--- src/rtl/poly_coeff_loader.sv ---
// poly_coeff_loader
//   Collects two operand polynomials from a serial coefficient stream,
//   reduces every coefficient mod Q and packs them into flat vectors that
//   feed the `a` inputs of the two ntt_flat instances. A completed frame is
//   held stable until downstream accepts it.
//
// Ports
//   clk        clock, all state changes on the rising edge
//   rst        asynchronous active-high reset
//   in_valid   in_coeff/in_last valid this cycle
//   in_ready   loader can accept a coefficient this cycle
//   in_coeff   raw unsigned coefficient (N bits)
//   in_last    marks the final (2D-th) coefficient of a frame
//   out_valid  a_out/b_out hold a complete frame
//   out_ready  downstream consumes the frame
//   a_out      polynomial A, coefficient k at bits [N*(k+1)-1 : N*k]
//   b_out      polynomial B, same packing as a_out
//   frame_err  one-cycle pulse on an in_last framing violation
module poly_coeff_loader #(
  parameter int N = 17,
  parameter int D = 16,
  parameter int Q = 65537
) (
  input  logic           clk,
  input  logic           rst,
  input  logic           in_valid,
  output logic           in_ready,
  input  logic [N-1:0]   in_coeff,
  input  logic           in_last,
  output logic           out_valid,
  input  logic           out_ready,
  output logic [N*D-1:0] a_out,
  output logic [N*D-1:0] b_out,
  output logic           frame_err
);

  localparam int CW = $clog2(2 * D);
  localparam int SW = $clog2(D);
  localparam logic [CW-1:0] LAST_A = CW'(D - 1);
  localparam logic [CW-1:0] LAST_B = CW'(2 * D - 1);
  localparam logic [N:0]    Q_EXT  = (N + 1)'(Q);
  localparam logic [N-1:0]  Q_LO   = N'(Q);

  typedef enum logic [1:0] {
    LOAD_A,
    LOAD_B,
    FULL
  } state_t;

  state_t        state;
  state_t        state_next;
  logic [CW-1:0] cnt;
  logic [CW-1:0] cnt_next;
  logic          accept;
  logic          early_last;
  logic          missing_last;
  logic [N-1:0]  reduced;
  int            slot_base;

  assign in_ready  = (state != FULL);
  assign out_valid = (state == FULL);
  assign accept    = in_valid && in_ready;

  // Because 2^N <= 2Q, one conditional subtract fully reduces the input.
  // The subtraction wraps in N bits, which is exact whenever in_coeff >= Q.
  assign reduced = ({1'b0, in_coeff} >= Q_EXT) ? (in_coeff - Q_LO) : in_coeff;

  // The low counter bits address a slot in either polynomial; the MSB
  // chooses A or B since D is a power of two.
  assign slot_base = int'(cnt[SW-1:0]) * N;

  // in_last before the final beat aborts the frame; a final beat without
  // in_last still completes the frame but is flagged.
  assign early_last   = accept && in_last && (cnt != LAST_B);
  assign missing_last = accept && !in_last && (cnt == LAST_B);

  // State register, beat counter and framing-error pulse.
  always_ff @(posedge clk or posedge rst) begin
    if (rst) begin
      state     <= LOAD_A;
      cnt       <= '0;
      frame_err <= 1'b0;
    end else begin
      state     <= state_next;
      cnt       <= cnt_next;
      frame_err <= early_last || missing_last;
    end
  end

  // Packed coefficient storage; only accepted beats ever write it, so a
  // frame in FULL is naturally held until it is released.
  always_ff @(posedge clk or posedge rst) begin
    if (rst) begin
      a_out <= '0;
      b_out <= '0;
    end else if (accept) begin
      if (!cnt[CW-1]) begin
        a_out[slot_base +: N] <= reduced;
      end else begin
        b_out[slot_base +: N] <= reduced;
      end
    end
  end

  // Next-state and counter logic. An early in_last sends the loader back to
  // LOAD_A with the counter cleared, leaving stale slots to be overwritten.
  always_comb begin
    state_next = state;
    cnt_next   = cnt;
    case (state)
      LOAD_A: begin
        if (accept) begin
          if (in_last) begin
            cnt_next = '0;
          end else begin
            cnt_next = cnt + 1'b1;
            if (cnt == LAST_A) begin
              state_next = LOAD_B;
            end
          end
        end
      end
      LOAD_B: begin
        if (accept) begin
          if (cnt == LAST_B) begin
            cnt_next   = '0;
            state_next = FULL;
          end else if (in_last) begin
            cnt_next   = '0;
            state_next = LOAD_A;
          end else begin
            cnt_next = cnt + 1'b1;
          end
        end
      end
      FULL: begin
        if (out_ready) begin
          state_next = LOAD_A;
        end
      end
      default: begin
        state_next = LOAD_A;
        cnt_next   = '0;
      end
    endcase
  end

endmodule

--- config.mk ---
export PLATFORM = sky130hd
export DESIGN_NAME = poly_coeff_loader
export DESIGN_NICKNAME = d
export VERILOG_FILES = /design/src/rtl/poly_coeff_loader.sv
export SDC_FILE = /design/constraint.sdc
export NUM_CORES = 1
export LEC_CHECK = 0
export ABC_AREA = 1
export BUFFER_PORTS_ARGS = -buffer_cell sky130_fd_sc_hd__buf_2
export CORE_MARGIN = 2
export CORE_UTILIZATION = 38
export DETAILED_ROUTE_END_ITERATION = 8
export PLACE_DENSITY = 0.71
export SYNTH_ARGS = -nofsm -noshare
export SYNTH_HDL_FRONTEND = slang
export SYNTH_SLANG_ARGS = --single-unit
--- constraint.sdc ---
create_clock -name clk -period 34.5 [get_ports clk]
set_input_delay 3.45 -clock clk [delete_from_list [all_inputs] [get_ports clk]]
set_output_delay 3.45 -clock clk [all_outputs]
set_load 0.1 [all_outputs]
==> results.toml <==
[status]
status = "completed"

[power]
ir_drop_mv = 0.09372
p_leak_uw = 0.01520
power_density_mw_per_mm2 = 99.25

[global_routing]
grt_pass1_wl_um = 122200
grt_util_all_layers_pct = 26.90
grt_pass1_vias = 18640
grt_overflow = 0
grt_antenna_before_repair = 1
grt_max_degree = 169

[clock_tree]
clkLatencyLatePin_ns = 0.64
clockRootBuffer = "clkbuf_16"
cts_resized = 0
htree_num_levels = 2
cts_sinks = 552
cts_buffer_depth = 3
postCtsSetupRepairBufs = 0
ctsHoldBuffers = 0
cts_buffers = 58
clk_pin_slew_worst_paths_ns = 0.06
cts_tree = "yes"

[die]
io_pins = 569
coreArea_mm2 = 0.05803
start_util_pct = 38.60
die_area_mm2 = 0.06091
row_count = 88
fp.dieW_um = 246.8
die_h_um = 246.8

[sta]
final-hold-violation-count = 0
min_period_ns = 5.955
finalSetupViolations = 0
maxSlewViolCount = 0
fin_skew_ns = 0.03574
tightest_slew_ns = 1.159
max_freq_mhz = 167.9
tns_ns = 0
fin_ws_ns = 28.55
rsz0062_at_grt = "false"
min_period_over_period_pct = 17.26
max_slew_margin_pct = 22.66

[placed_design]
dpl_worst_slack_ns = 27.86
port_buffers = 568
place.gp.congestion = 0.8615
dp_hpwl_um = 57900

[yosys]
synth.avg_cell_area_um2 = 9.195
synth_area_mm2 = 0.02240
ys.warnings.count = 0
synth_nets = 2467
ys_seq_area_share_pct = 61.67
synth.distinct_cells = 33
syn-instance-count = 2436
ys_ff_latch = 552

[min_path]
hold_start = "b_out[7]$_DFFE_PP0P_"
holdPathEnd = "b_out[7]$_DFFE_PP0P_"
hold_depth = 2
min_path_type = "reg -> reg"

[worst_setup_path]
worst_setup_path_end_kind = "flip-flop"
critPathSlowestCell = "nor2_2"
crit_top_cell = "nand2_1"
cp_slowest_stage_delay_ns = 0.94
reg2reg_slack_ns = 29.60
startpoint_type = "primary input"
critPathTopFamily = "simple AND/OR/NAND/NOR gates"
r2r_end = "b_out[33]$_DFFE_PP0P_"
path_cells = "buf_2 -> nor2_1 -> nand2_1 -> nor2_4 -> nand3_4 -> nand2_4 -> inv_1 -> nand2_1 -> nand3_1 -> nor2_2 -> nand2_1 -> o21ai_0"
worst_ep_arrival_time_ns = 6.47
cp.required_ns = 35.01
cp.buffers_inverters = 2
path_class = "in -> reg"
r2r_cells = 12
r2r-start = "cnt[0]$_DFFE_PP0P_"
path_max_fanout = 17

[finish]
mostFrequentLayoutCell = "nand2_1"
fin_nets = 2993
drive_gt1_share_pct = 27.17
fillers = 5529
layout_common_cells = "nand2_1, buf_2, dfrtp_1, o21ai_0, inv_1"
synthToLayoutAreaGrowth_pct = 24.23

[detailed_routing]
vias = 19176
antenna_left = 0
dr.first_iter.drc_count = 1535
drt_pass1_iterations = 7
drt-total-wl_um = 82530
routed_via_density = 5.082
wl_per_cell_um = 21.87
drc_errors = 0

[job]
cap_violations = 0
[sequential cells by signal, indices dropped and copies added (netlist names)]
name and count:
state 2, a_out 272, b_out 272, frame_err 1
cnt 5
[layer usage]
layer | up-vias | track usage [%] | wire (um)
met2 | 804 | 43.65 | 39010
met4 | 0 | 10.13 | 3248
met3 | 153 | 6.371 | 6097
met1 | 9359 | 34.98 | 34170
li1 | 8860 | - | -
met5 | - | 0 | 0
[worst reg2reg max path: cells and delay by family (launching register included)]
| kind | cells | cell delay, ns |
|---|---|---|
| XOR/XNOR | 1 | 0.12 |
| flip-flops | 1 | 0.84 |
| adder cells (fa/ha/maj) | 1 | 0.35 |
| AND/OR/NAND/NOR | 5 | 1.31 |
| buffers and inverters | 5 | 2.17 |
[how the worst max path moves through the flow]
stage	cells past startpoint	slack, ns	startpoint	end
5_1_grt	5	28.11	rst	a_out[169]$_DFFE_PP0P_
2_1_floorplan	1	15.62	rst	a_out[0]$_DFFE_PP0P_
6_report	12	28.55	in_coeff[5]	a_out[128]$_DFFE_PP0P_
4_1_cts	5	28.53	rst	b_out[165]$_DFFE_PP0P_
3_3_place_gp	5	27.86	rst	a_out[162]$_DFFE_PP0P_
3_5_place_dp	5	27.86	rst	a_out[162]$_DFFE_PP0P_
[cell type report]
class | count | area [um2] | share of cell area (%)
clock inverter | 30 | 442.9 | 1.592
antenna | 1 | 2.502 | 0.008992
tap | 765 | 957.2 | 3.440
sequential | 552 | 13810 | 49.64
multi-input combinational | 1636 | 7512 | 27.00
timing repair buffer | 593 | 3043 | 10.93
clock buffer | 75 | 1595 | 5.733
inverter | 121 | 461.7 | 1.659
[cell families (layout without fill, tap and decap cells)]
logic type	Yosys count	count (layout)	share of synthesized area (%)
buffers and inverters	248	819	4.832
xor gates and xnor gates	9	9	0.5195
DFF	552	552	61.67
and+or+nand+nor	1208	1208	22.87
AOI/OAI and AO/OA	410	410	9.613
adders and majority gates	9	9	0.5027
other	0	1	0
[where the power goes]
group	internal (uW)	total [uW]	switching, uW	leakage (uW)
clock	402	672	270	0.00101
sequential	748	807	58.8	0.00749
combinational	162	1280	1120	0.00670
total	1310	2760	1450	0.0152
[cell usage after synthesis (all sizes together)]
cell / instances / area share [%]
o21ai: 334 / 7.5
ha: 9 / 0.50
xor2: 7 / 0.36
nand3: 106 / 2.5
a21oi: 34 / 0.76
a21boi: 32 / 1.1
clkbuf: 67 / 1.1
inv: 121 / 2.0
or2: 65 / 1.8
nor2: 129 / 2.7
nor3: 3 / 0.11
nand2: 859 / 14
o21bai: 7 / 0.23
nand4: 45 / 1.3
xnor2: 2 / 0.16
o22ai: 3 / 0.084
nand3b: 1 / 0.034
dfrtp: 552 / 62
buf: 60 / 1.7
[per-stage QoR]
step	util, %	instances	area [um2]	total power, uW	hold WS [ns]
final	47.96	3773	27830	2762	0.4724
after global routing	47.96	3773	27830	2866	0.4913
after CTS	47.95	3772	27830	2776	0.4760
after detailed placement	44.44	3667	25790	2100	0.4604
after global placement	44.44	3667	25790	2090	0.4580
after floorplan	-	2436	22400	1813	0.4970
(Power assumes the default switching activity.)
